===== src/rtl/control_pkg.sv =====
// rtl/control_pkg.sv - state, ALU-op and control-word types for multicycle_control
//
// Purpose: controller state enum, alu_control op codes, opcode classes and the
//          state-only control word with its per-state decode.
// Ports:   none (package).
package control_pkg;

    typedef enum logic [3:0] {
        S_RESET  = 4'd0,
        S_FETCH  = 4'd1,
        S_DECODE = 4'd2,
        S_EXEC_R = 4'd3,
        S_WB_R   = 4'd4,
        S_ADDR   = 4'd5,
        S_MEM_RD = 4'd6,
        S_WB_LD  = 4'd7,
        S_MEM_WR = 4'd8,
        S_CBZ    = 4'd9,
        S_BR     = 4'd10
    } ctrl_state_t;

    localparam logic [1:0] ALU_OP_ADD   = 2'b00;
    localparam logic [1:0] ALU_OP_PASS  = 2'b01;
    localparam logic [1:0] ALU_OP_RTYPE = 2'b10;

    typedef enum logic [2:0] {
        OP_RTYPE   = 3'd0,
        OP_LOAD    = 3'd1,
        OP_STORE   = 3'd2,
        OP_CBZ     = 3'd3,
        OP_B       = 3'd4,
        OP_ILLEGAL = 3'd5
    } op_class_t;

    // Outputs that depend on state alone, plus one-hot state flags used to
    // build the few terms qualified by mem_ack, zero or the opcode class.
    typedef struct packed {
        logic       mem_req;
        logic       mem_we;
        logic       mem_addr_sel;
        logic       pc_src;
        logic       reg2_loc;
        logic       alu_src;
        logic [1:0] alu_op;
        logic       reg_write;
        logic       mem_to_reg;
        logic       done_st;
        logic       in_fetch;
        logic       in_decode;
        logic       in_mem_wr;
        logic       in_cbz;
        logic       in_br;
    } ctrl_t;

    function automatic ctrl_t ctrl_decode(input ctrl_state_t s);
        ctrl_t c;
        c = '0;
        c.alu_op = ALU_OP_ADD;
        case (s)
            S_FETCH: begin
                c.mem_req  = 1'b1;
                c.in_fetch = 1'b1;
            end
            S_DECODE: c.in_decode = 1'b1;
            S_EXEC_R: c.alu_op = ALU_OP_RTYPE;
            S_WB_R: begin
                c.reg_write = 1'b1;
                c.alu_op    = ALU_OP_RTYPE;
                c.done_st   = 1'b1;
            end
            S_ADDR: begin
                c.alu_src  = 1'b1;
                c.reg2_loc = 1'b1;
            end
            S_MEM_RD: begin
                c.mem_req      = 1'b1;
                c.mem_addr_sel = 1'b1;
                c.alu_src      = 1'b1;
            end
            S_WB_LD: begin
                c.reg_write  = 1'b1;
                c.mem_to_reg = 1'b1;
                c.done_st    = 1'b1;
            end
            S_MEM_WR: begin
                c.mem_req      = 1'b1;
                c.mem_we       = 1'b1;
                c.mem_addr_sel = 1'b1;
                c.reg2_loc     = 1'b1;
                c.alu_src      = 1'b1;
                c.in_mem_wr    = 1'b1;
            end
            S_CBZ: begin
                c.alu_op   = ALU_OP_PASS;
                c.reg2_loc = 1'b1;
                c.pc_src   = 1'b1;
                c.done_st  = 1'b1;
                c.in_cbz   = 1'b1;
            end
            S_BR: begin
                c.pc_src  = 1'b1;
                c.done_st = 1'b1;
                c.in_br   = 1'b1;
            end
            default: c = '0;
        endcase
        return c;
    endfunction

endpackage


===== src/rtl/legv8_defs_pkg.sv =====
// rtl/legv8_defs_pkg.sv - shared LEGv8 opcode definitions (instruction[31:21])
//
// Purpose: one place for the 11-bit opcode values and the masked match
//          patterns of the variable-length CBZ and B opcode fields.
// Ports:   none (package).
package legv8_defs_pkg;

    localparam logic [10:0] OPC_ADD  = 11'h458;
    localparam logic [10:0] OPC_SUB  = 11'h658;
    localparam logic [10:0] OPC_AND  = 11'h450;
    localparam logic [10:0] OPC_ORR  = 11'h550;
    localparam logic [10:0] OPC_LDUR = 11'h7C2;
    localparam logic [10:0] OPC_STUR = 11'h7C0;

    // CBZ is 10110100xxx, B is 000101xxxxx: low bits belong to the immediate.
    localparam logic [10:0] OPC_CBZ_MASK  = 11'h7F8;
    localparam logic [10:0] OPC_CBZ_MATCH = 11'h5A0;
    localparam logic [10:0] OPC_B_MASK    = 11'h7E0;
    localparam logic [10:0] OPC_B_MATCH   = 11'h0A0;

endpackage


===== src/rtl/opcode_class.sv =====
// rtl/opcode_class.sv - combinational LEGv8 opcode classifier
//
// Purpose: maps instruction[31:21] to RTYPE/LOAD/STORE/CBZ/B/ILLEGAL.
// Ports:   opcode   in  11  instruction[31:21]
//          op_class out 3   classification (op_class_t)
module opcode_class
    import legv8_defs_pkg::*;
    import control_pkg::*;
(
    input  logic [10:0] opcode,
    output op_class_t   op_class
);

    always_comb begin
        op_class = OP_ILLEGAL;
        if (opcode == OPC_ADD || opcode == OPC_SUB ||
            opcode == OPC_AND || opcode == OPC_ORR)
            op_class = OP_RTYPE;
        else if (opcode == OPC_LDUR)
            op_class = OP_LOAD;
        else if (opcode == OPC_STUR)
            op_class = OP_STORE;
        else if ((opcode & OPC_CBZ_MASK) == OPC_CBZ_MATCH)
            op_class = OP_CBZ;
        else if ((opcode & OPC_B_MASK) == OPC_B_MATCH)
            op_class = OP_B;
    end

endmodule


===== src/rtl/multicycle_control.sv =====
// rtl/multicycle_control.sv - LEGv8 multicycle datapath sequencing FSM
//
// Purpose: steps fetch/decode/execute/memory/write-back, drives alu_op and
//          arbitrates the shared memory port with a req/ack handshake.
// Ports:   clk, rst_n (async active-low); opcode[10:0], zero, mem_ack in;
//          mem_req, mem_we, mem_addr_sel, ir_write, pc_write, pc_src,
//          reg2_loc, alu_src, alu_op[1:0], reg_write, mem_to_reg,
//          illegal_op, instr_done, state[3:0] out.
module multicycle_control
    import control_pkg::*;
(
    input  logic        clk,
    input  logic        rst_n,
    input  logic [10:0] opcode,
    input  logic        zero,
    input  logic        mem_ack,
    output logic        mem_req,
    output logic        mem_we,
    output logic        mem_addr_sel,
    output logic        ir_write,
    output logic        pc_write,
    output logic        pc_src,
    output logic        reg2_loc,
    output logic        alu_src,
    output logic [1:0]  alu_op,
    output logic        reg_write,
    output logic        mem_to_reg,
    output logic        illegal_op,
    output logic        instr_done,
    output logic [3:0]  state
);

    ctrl_state_t state_q;
    ctrl_state_t state_d;
    ctrl_t       ctrl_q;
    op_class_t   op_cls;

    opcode_class u_opcode_class (
        .opcode   (opcode),
        .op_class (op_cls)
    );

    always_comb begin
        state_d = S_RESET;
        case (state_q)
            S_RESET:  state_d = S_FETCH;
            S_FETCH:  state_d = mem_ack ? S_DECODE : S_FETCH;
            S_DECODE: begin
                case (op_cls)
                    OP_RTYPE:          state_d = S_EXEC_R;
                    OP_LOAD, OP_STORE: state_d = S_ADDR;
                    OP_CBZ:            state_d = S_CBZ;
                    OP_B:              state_d = S_BR;
                    default:           state_d = S_FETCH;
                endcase
            end
            S_EXEC_R: state_d = S_WB_R;
            S_WB_R:   state_d = S_FETCH;
            // The IR still holds the LDUR/STUR opcode, so reclassify here.
            S_ADDR:   state_d = (op_cls == OP_STORE) ? S_MEM_WR : S_MEM_RD;
            S_MEM_RD: state_d = mem_ack ? S_WB_LD : S_MEM_RD;
            S_WB_LD:  state_d = S_FETCH;
            S_MEM_WR: state_d = mem_ack ? S_FETCH : S_MEM_WR;
            S_CBZ:    state_d = S_FETCH;
            S_BR:     state_d = S_FETCH;
            default:  state_d = S_RESET;
        endcase
    end

    // The control word is registered from the next state, so it always
    // matches state_q and the async reset clears every output at once.
    always_ff @(posedge clk or negedge rst_n) begin
        if (!rst_n) begin
            state_q <= S_RESET;
            ctrl_q  <= '0;
        end else begin
            state_q <= state_d;
            ctrl_q  <= ctrl_decode(state_d);
        end
    end

    assign mem_req      = ctrl_q.mem_req;
    assign mem_we       = ctrl_q.mem_we;
    assign mem_addr_sel = ctrl_q.mem_addr_sel;
    assign pc_src       = ctrl_q.pc_src;
    assign reg2_loc     = ctrl_q.reg2_loc;
    assign alu_src      = ctrl_q.alu_src;
    assign alu_op       = ctrl_q.alu_op;
    assign reg_write    = ctrl_q.reg_write;
    assign mem_to_reg   = ctrl_q.mem_to_reg;
    assign state        = state_q;

    // IR load and PC+4 happen on the fetch ack edge; mem_ack alone is ignored.
    assign ir_write   = ctrl_q.in_fetch & mem_ack;
    assign pc_write   = (ctrl_q.in_fetch & mem_ack) | (ctrl_q.in_cbz & zero) | ctrl_q.in_br;
    assign illegal_op = ctrl_q.in_decode & (op_cls == OP_ILLEGAL);
    assign instr_done = ctrl_q.done_st | illegal_op | (ctrl_q.in_mem_wr & mem_ack);

endmodule


===== config.mk =====
export PLATFORM = sky130hd
export DESIGN_NAME = multicycle_control
export DESIGN_NICKNAME = d
export VERILOG_FILES = /design/src/rtl/control_pkg.sv /design/src/rtl/legv8_defs_pkg.sv /design/src/rtl/opcode_class.sv /design/src/rtl/multicycle_control.sv
export SDC_FILE = /design/constraint.sdc
export NUM_CORES = 1
export LEC_CHECK = 0
export ABC_CLOCK_PERIOD_IN_PS = 1600
export BUFFER_PORTS_ARGS = -buffer_cell sky130_fd_sc_hd__buf_2
export CORE_AREA = 2 2 58 60
export DETAILED_ROUTE_END_ITERATION = 10
export DIE_AREA = 0 0 60 62
export PLACE_DENSITY = 0.55
export SLEW_MARGIN = 20
export SYNTH_ARGS = -nofsm -noshare
export SYNTH_HDL_FRONTEND = slang
export SYNTH_SLANG_ARGS = --single-unit

===== constraint.sdc =====
create_clock -name clk -period 1.6 [get_ports clk]
set_input_delay 0.08 -clock clk [delete_from_list [all_inputs] [get_ports clk]]
set_output_delay 0.08 -clock clk [all_outputs]
set_load 0.05 [all_outputs]

Word-level counts from Yosys, hierarchy flattened
Cells that the tools add are included.

storage, ports and cells
  register bits = 19
  output and inout port bits = 18
  logic and storage cells = 96

cells by class
  equality and inequality tests = 33
  mux-type cells = 25
  bitwise logic cells = 8
  reduce and logical (&&, ||, !) cells = 15

operator list
  operator                count
  $eq A11 B11 Y1 const B  6
  $eq A4 B3 Y1 const B    8
  $pmux W4 S7             1
  $eq A4 B4 Y1 const B    6
  $eq A4 B2 Y1 const B    4
  $pmux W4 S4             1
  $mux W1                 15
  $mux W3                 4
  $reduce_or A2 Y1        5
  $reduce_or A3 Y1        3
  $eq A4 B1 Y1 const B    2
  $eq A8 B8 Y1 const B    1
  $mux W4                 2
  $eq A3 B2 Y1 const B    2
  $eq A3 B3 Y1 const B    2
  $eq A6 B3 Y1 const B    1
  $reduce_or A5 Y1        1
  $and A1 B1 Y1           4
  $logic_not A4 Y1        1
  $or A1 B1 Y1            4
  $pmux W2 S2             1
  $reduce_or A4 Y1        1
  $eq A3 B1 Y1 const B    1
  $logic_not A3 Y1        1
  other kinds (2)         4

Longest topological paths before layout
Gate-level depths: netlist of the first run.

  depth in word-level cells = 13
  depth in mapped cells = 6
  gate-level depth less buffers = 5

Modules after synthesis
From an unflattened synthesis of the first run, not the netlist that was laid out.

second synthesis, totals
  cells, all modules = 102
  area total of the unflattened synthesis = 1,061.0 um2

modules (own cells, without submodules)
  module              times used  cells an instance  area an instance (um2)  seq. area each (um2)
  multicycle_control  1           87                 937.1                   450.4
  opcode_class        1           15                 123.9                   0.0

Least setup slack after synthesis of the first run
Ideal clock, no wire load.

  path type = register to register
  from = reg state_q[2], in the netlist state[2]
  to = reg ctrl_q (netlist bit alu_op[1])
  setup time = 0.122 ns
  data arrival time = 1.914 ns
  setup slack = -0.436 ns
  cell stages (with the launch flop) = 7
  buffers on the path = 1
  path through = dfrtp_1 buf_2 nor2b_1 nand2_1 o211ai_1 nor4_1 a32o_1

on the way
  cells in the longest elaborated chain, start to end = 6
  elaborated cells between the ends (all ways) = 18
  those cells by class = eq/ne (13); mux (2); reduce/logical (3)

ends and longest elaborated chain
  what                                                 line                      RTL
  start, declared                                      multicycle_control.sv:33  ctrl_state_t state_q;
  start signal, assigned                               multicycle_control.sv:77  state_q <= state_d;
  $eq A4 B4 Y1 (tied with other cells)                 multicycle_control.sv:45  case (state_q)
  $reduce_or A5 Y1 (no line)                           --
  $pmux W4 S7 *                                        multicycle_control.sv:45
  via state_d[3]                                       multicycle_control.sv:34  ctrl_state_t state_d;
  $eq A4 B3 Y1 / $eq A4 B2 Y1 (equally long branches)  control_pkg.sv:59         case (s)
  $reduce_or A2 Y1 (no line)                           --
  $pmux W2 S2 *                                        control_pkg.sv:59
  end signal, assigned                                 multicycle_control.sv:78  ctrl_q <= ctrl_decode(state_d);
  end, declared                                        multicycle_control.sv:35  ctrl_t ctrl_q;

The timed path passes the listed nets; every way through them passes the cells marked *.

Worst setup path in the final report of the first run
  from = reg state_q[2], in the netlist state[2]
  to = reg ctrl_q (netlist bit mem_req)

on the way
  cells in the longest elaborated chain, start to end = 6
  elaborated cells between the ends (all ways) = 18
  those cells by class = eq/ne (13); mux (2); reduce/logical (3)

ends and longest elaborated chain
  what                                  line
  $eq A4 B4 Y1 (tied with other cells)  multicycle_control.sv:45
  $reduce_or A5 Y1 (no line)            --
  $pmux W4 S7 *                         multicycle_control.sv:45
  via state_d[2]                        multicycle_control.sv:34
  $eq A4 B4 Y1 (tied with other cells)  control_pkg.sv:59
  $reduce_or A3 Y1 (no line) *          --
  $mux W1 *                             control_pkg.sv:59

Marks and branches as above.

==> run_results.csv, run 1 <==
group,metric,value,unit
sta,postLayoutSetupSlackWorst,-0.09524,ns
die,floorplan.die.width,60,microns
critical_path,cp_data_required_time,1.83,ns
routing,routed_wl,2617,microns
job,cap_viol_max_count,0,
logic_synthesis,edff_count_synth,0,
critical_path,setup.worst_path.end_class,"flop",
status,run_status,"finished with violations",
logic_synthesis,yosysSeqAreaShare,46.51,%
critical_path,ff2ff_setup_slack,-0.1,ns
sta,final_hold_viol_count,0,
critical_path,largest_fanout_on_the_critical_path,8,
clock_tree,number_of_clock_buffers_inserted_by_tritoncts,3,
place,post_dp_cell_area,1361,sq um
logic_synthesis,yosysWarnings,0,
clock_tree,clk-insertion-delay-late,0.29,ns
cells_and_area,most_common_cell_after_layout_fill_and_taps_aside,"buf_2",
cells_and_area,ant_diodes,0,
logic_synthesis,yosysTopAreaCellShare,46.51,%
place,place.port_buffers,32,
global_route,grt_antenna_before_repair,0,
logic_synthesis,seq_cells_post_synth,18,
die,floorplan.initialDensity,30.46,%
die,floorplan.core_area,3179,sq um
die,design.die.area,3720,sq um
global_route,total_congestion_overflow_after_global_routing,0,
sta,min_period,1.695,ns
logic_synthesis,proportion_of_synthesized_flip_flops_having_asynchronous_set_or_reset,100.0,%
worst_hold_path,worst_hold_path_type,"in -> reg",
power_and_ir_drop,p_leak,0.7737,nW
power_and_ir_drop,final_power,2.563,mW
clock_tree,tritoncts,"yes",
status,violated_checks,"negative setup slack",
global_route,grt_first_pass_wirelength,4022,microns
sta,final.period_utilization,106.0,%
sta,rsz0062_at_grt,"yes",
logic_synthesis,synth-compound-area-share,18.48,%
sta,timing.max_slew.rel_slack,73.44,%
clock_tree,ctsLongestPathBuffers,2,
die,die-height,62,microns
routing,num_vias,911,
routing,first_iter_violations,20,
power_and_ir_drop,irDropWorstVdd,0.0004608,V
routing,avgViaCountPerCell,4.672,
routing,wl_per_cell,13.42,microns
sta,timing.clock.skew,0.006292,ns
global_route,number_of_global_route_vias_before_repair,865,
critical_path,critical_path_class,"reg -> reg",
logic_synthesis,syn-num-nets,105,
cells_and_area,regMostFlops,"ctrl_q",
sta,clock.fmax,589.9,MHz
cells_and_area,relative_area_change_from_synthesis_to_final_layout,56.85,%
sta,maxSlewViolCount,0,
place,globalplace.congestion,0.8140,
logic_synthesis,syn_area,968.4,sq um
clock_tree,ctsRootBufferMaster,"clkbuf_4",
cells_and_area,layout.cell_area.non_filler,1519,sq um
critical_path,setup.worst_path.start_class,"flop",
cells_and_area,drive_above_1_share,60.40,%
logic_synthesis,synth_fa_ha_area_share,0,%
routing,drt_drc_violations_left,0,
logic_synthesis,synth_top_family_by_area,"simple AND/OR/NAND/NOR gates",
routing,detail-route-antenna-nets,0,
critical_path,worstPathArrival,1.93,ns
sta,worst_slew_pin_slew,0.3984,ns
clock_tree,worst_setup_hold_path_clk_slew,0.10,ns
global_route,grt_start_max_net_pins,19,
logic_synthesis,synth_top_cell_by_area,"dfrtp_1",
routing,drt_pre_antenna_iters,4,
cells_and_area,num-nets-final,165,
clock_tree,tritoncts_num_sinks,18,
logic_synthesis,postSynthCellCount,90,
logic_synthesis,synth-xor-area-share,0,%
logic_synthesis,post_synth_and_or_nand_nor_area_fraction,27.52,%
logic_synthesis,synth_area_per_cell,10.76,sq um
sta,setup_viol_count_final,4,
logic_synthesis,portion_of_netlist_area_occupied_by_mux_cells,2.067,%
global_route,grtUsageTotal,15.29,%
die,num_io_pins,33,
power_and_ir_drop,power_per_cell_area,1688,nW/um^2
cells_and_area,number_of_flip_flops_under_the_largest_register_name,5,
die,rows,21,
logic_synthesis,yosysUniqueCellTypes,42,
logic_synthesis,cell_types_with_the_largest_area_share_after_synthesis,"dfrtp_1 (47%), and2_1 (2.6%), nor2b_1 (2.6%), nor4b_4 (2.5%), nand2_1 (2.3%)",
logic_synthesis,ys_dominant_reg_cell,"dfrtp_1",
place,hpwlAfterDp,1961,microns
clock_tree,htreeDepth,1,
cells_and_area,layout_common_cells,"buf_2 (31), buf_4 (28), dfrtp_1 (14), nand2_1 (6), nor2_1 (6)",
-- synth_stat cells, types with 2 or more instances --
| cell | count |
|---|---|
| nor2b_1 | 4 |
| and2_1 | 4 |
| buf_4 | 2 |
| inv_1 | 5 |
| nor2_1 | 6 |
| a22o_1 | 2 |
| buf_2 | 3 |
| mux2i_1 | 2 |
| dfrtp_1 | 18 |
| nor3b_1 | 2 |
| nand2_1 | 6 |
| a21oi_1 | 3 |
| and2_2 | 2 |
| a211o_1 | 2 |
| o211ai_1 | 2 |
-- metal layers --
layer	track usage (%)	vias to the layer above	part of all wire, %
met1	17.86	425	41
met2	26.71	30	51
met4	9.524	0	3.5
li1	-	448	-
met5	0	-	0
met3	1.863	8	4.1
-- layout make-up --
type | instances | area, sq um
clock buffer | 4 | 26.28
multi-input combinational | 61 | 570.5
tap | 46 | 57.56
timing repair buffer | 61 | 390.4
inverter | 5 | 18.77
sequential | 18 | 455.4
fill | 303 | 1660
-- repair_timing --
item                       4_1_cts  5_1_grt
setup endpoints to repair        7        8
buffers inserted                 6        3
hold endpoints to repair        18        0
hold buffers                     1        0
gates resized for setup          7        6
pin swaps                        6        9
-- where the power goes --
group	switching, mW	total, mW	internal, mW
clock network	0.135	0.232	0.0969
logic	0.939	1.65	0.709
registers	0.103	0.683	0.580
total	1.18	2.56	1.39
-- worst max-delay path, cell delays in order, from the launching register on --
cell and delay (ns):
dfrtp_2 0.50, a311o_1 0.34, a22o_1 0.24, or4_4 0.44, o21bai_4 0.11
-- path summary, 6_finish.rpt --
check                                        start  cells after the start                endpoint
worst max-delay path            state[2]$_DFF_PN0_                      4       mem_req$_DFF_PN0_
max in group asynchronous                    rst_n                      2      state[0]$_DFF_PN0_
worst min register to register  state[1]$_DFF_PN0_                      2     alu_op[1]$_DFF_PN0_
worst max register to register  state[2]$_DFF_PN0_                      4       mem_req$_DFF_PN0_
min in group asynchronous                    rst_n                      2     alu_op[0]$_DFF_PN0_
worst min-delay path                       mem_ack                      2  mem_addr_sel$_DFF_PN0_
-- logic make-up after synthesis --
group                  count (synthesis)
AO/OA/AOI/OAI                         22
buffers and inverters                 11
flip-flops                            18
multiplexers                           2
AND/OR/NAND/NOR                       37
-- through the flow --
step / setup TNS, ns / std cells / utilization, % / hold slack, ns / worst slack, ns
2_1_floorplan: -0.9338 / 90 / - / -0.2156 / -0.2693
3_3_place_gp: -0.7775 / 182 / 42.82 / 0.02177 / -0.1840
3_5_place_dp: -0.7752 / 182 / 42.82 / 0.03849 / -0.1641
4_1_cts: -0.3678 / 193 / 46.16 / 0.1542 / -0.09077
5_1_grt: -0.7231 / 195 / 47.78 / 0.1512 / -0.1880
6_report: -0.2616 / 195 / 47.78 / 0.1518 / -0.09524
Note: power is estimated with default switching activity, not from simulation.
==> run 2: changes to the inputs <==
--- a/config.mk
+++ b/config.mk
@@ -5,12 +5,12 @@
 export SDC_FILE = /design/constraint.sdc
 export NUM_CORES = 1
 export LEC_CHECK = 0
-export ABC_CLOCK_PERIOD_IN_PS = 1600
+export ABC_CLOCK_PERIOD_IN_PS = 2200
 export BUFFER_PORTS_ARGS = -buffer_cell sky130_fd_sc_hd__buf_2
 export CORE_AREA = 2 2 58 60
 export DETAILED_ROUTE_END_ITERATION = 10
 export DIE_AREA = 0 0 60 62
-export PLACE_DENSITY = 0.55
+export PLACE_DENSITY = 0.53
 export SLEW_MARGIN = 20
 export SYNTH_ARGS = -nofsm -noshare
 export SYNTH_HDL_FRONTEND = slang
==> constraint.sdc (replaced) <==
create_clock -name clk -period 2.2 [get_ports clk]
set_input_delay 0.11 -clock clk [delete_from_list [all_inputs] [get_ports clk]]
set_output_delay 0.11 -clock clk [all_outputs]
set_load 0.05 [all_outputs]
==> run 2 against run 1 <==
Net effect:
- the flow now finishes without violations
- register-to-register slack better by 0.44 ns
- highest routed layer unchanged
- critical path depth up 2
- wire length is 18% lower
- global-route usage shrank 2.6 points
- critical path type unchanged
- sequential share of layout area up 6.9 points
- final cell count decreased by 12%
- flip-flop and latch count did not move
- clock skew fell by 0.0036 ns
- first-iteration DRC count shrank 50%
==> run_results.csv, run 2 (synthesis gave the netlist of run 1 again) <==
group,metric,value,unit
clock_tree,number_of_clock_buffers_inserted_by_tritoncts,3,
power_and_ir_drop,power_per_cell_area,1244,nW/um^2
clock_tree,clk-insertion-delay-late,0.28,ns
cells_and_area,ant_diodes,0,
power_and_ir_drop,p_leak,0.6408,nW
critical_path,setup.worst_path.start_class,"flop",
die,floorplan.die.width,60,microns
sta,timing.clock.skew,0.002728,ns
cells_and_area,drive_above_1_share,42.40,%
critical_path,cp_data_required_time,2.41,ns
routing,detail-route-antenna-nets,0,
routing,wl_per_cell,12.49,microns
place,post_dp_cell_area,1190,sq um
clock_tree,tritoncts,"yes",
global_route,grt_start_max_net_pins,19,
die,die-height,62,microns
die,num_io_pins,33,
routing,avgViaCountPerCell,4.877,
sta,timing.max_slew.rel_slack,65.65,%
clock_tree,cts_post_setup_buffers_inserted,0,
die,floorplan.core_area,3179,sq um
sta,postLayoutSetupSlackWorst,0.3434,ns
global_route,grtUsageTotal,12.65,%
clock_tree,post_cts.resized_instances,0,
global_route,grt_antenna_before_repair,0,
sta,min_period,1.857,ns
clock_tree,worst_setup_hold_path_clk_slew,0.09,ns
sta,totalNegativeSetupSlack,0,ns
sta,hold_ws,0.1691,ns
die,floorplan.initialDensity,30.46,%
critical_path,setup.worst_path.end_class,"flop",
cells_and_area,num-nets-final,142,
critical_path,largest_fanout_on_the_critical_path,8,
job,cap_viol_max_count,0,
routing,routed_wl,2135,microns
sta,final.period_utilization,84.39,%
place,globalplace.congestion,0.8526,
place,hpwlAfterDp,1708,microns
routing,first_iter_violations,10,
die,rows,21,
cells_and_area,number_of_flip_flops_under_the_largest_register_name,5,
sta,worst_slew_pin_slew,0.5153,ns
critical_path,worstPathArrival,2.07,ns
cells_and_area,regMostFlops,"ctrl_q",
worst_hold_path,worst_hold_path_type,"in -> reg",
cells_and_area,layout_common_cells,"buf_2 (32), dfrtp_1 (18), nand2_1 (6), nor2_1 (6)",
power_and_ir_drop,irDropWorstVdd,0.0003049,V
sta,rsz0062_at_grt,"no",
clock_tree,tritoncts_num_sinks,18,
clock_tree,htreeDepth,1,
global_route,number_of_global_route_vias_before_repair,803,
critical_path,ff2ff_setup_slack,0.34,ns
sta,final_hold_viol_count,0,
die,design.die.area,3720,sq um
global_route,total_congestion_overflow_after_global_routing,0,
routing,drt_drc_violations_left,0,
place,place.port_buffers,32,
routing,num_vias,834,
sta,setup_viol_count_final,0,
cells_and_area,most_common_cell_after_layout_fill_and_taps_aside,"buf_2",
status,run_status,"completed",
cells_and_area,fill_cells,324,
routing,drt_pre_antenna_iters,4,
sta,clock.fmax,538.6,MHz
cells_and_area,relative_area_change_from_synthesis_to_final_layout,26.23,%
clock_tree,ctsLongestPathBuffers,2,
global_route,grt_first_pass_wirelength,3422,microns
clock_tree,ctsRootBufferMaster,"clkbuf_4",
cells_and_area,layout.cell_area.non_filler,1222,sq um
critical_path,critical_path_class,"reg -> reg",
sta,maxSlewViolCount,0,
place,dpl_worst_slack,0.3578,ns
==> run 2: changes by cell type in the layout (fill, tap and decap cells not counted), sizes merged <==
| cell | previous run | this run |
|---|---|---|
| buf | 60 | 37 |
| clkbuf | 4 | 3 |
==> run 2: worst paths after layout <==
kind,startpoint,end,cells after the start
worst max register to register,state[1]$_DFF_PN0_,ctrl_q[4]$_DFF_PN0_,6
max in group asynchronous,rst_n,reg_write$_DFF_PN0_,2
worst max-delay path,state[1]$_DFF_PN0_,ctrl_q[4]$_DFF_PN0_,6
min in group asynchronous,rst_n,ctrl_q[0]$_DFF_PN0_,2
worst min-delay path,mem_ack,mem_addr_sel$_DFF_PN0_,2
worst min register to register,state[0]$_DFF_PN0_,mem_addr_sel$_DFF_PN0_,1
==> run 2: per-layer routing <==
metal	GRT usage [%]	vias to the layer above	share of wire (%)
met5	0	-	0
met4	8.571	0	0.89
met3	2.899	2	4.8
met2	20.65	31	50
met1	14.85	399	44
li1	-	402	-
==> run 2: metrics by stage <==
stage                     utilization (%)  cells  total power [mW]
final                               38.45    171             1.521
after global routing                38.45    171             1.620
after CTS                           38.45    171             1.535
after detailed placement            37.43    167             1.379
after global placement              37.43    167             1.373
after floorplan                         -     90             1.169
==> run 2: timing repair <==
action                                 in CTS  in global routing
setup endpoints to repair                   0                  0
hold buffers                                1                  0
endpoints found under the hold margin      18                  0
==> run 2: power by group <==
part           leakage (nW)  switching (mW)  internal, mW
combinational         0.388           0.591         0.295
clock                0.0138          0.0897        0.0635
sequential            0.239          0.0640         0.417
total                 0.641           0.745         0.776
==> run 2: final cells by class <==
cell class              instances  area, sq um  share of cell area, %
repair buffers                 38        207.7                  16.99
multi-input cells              61        465.4                  38.08
well taps                      46        57.56                  4.708
inverters                       5        18.77                  1.535
clock buffers                   3        22.52                  1.842
flip-flops and latches         18        450.4                  36.85
==> run 2: critical path, stage by stage, from the launching register on <==
cell and delay (ns):
dfrtp_1 0.46, nor4b_2 0.20, o211ai_1 0.16, o211ai_1 0.14
buf_4 0.17, or4_4 0.53, nor2_1 0.12
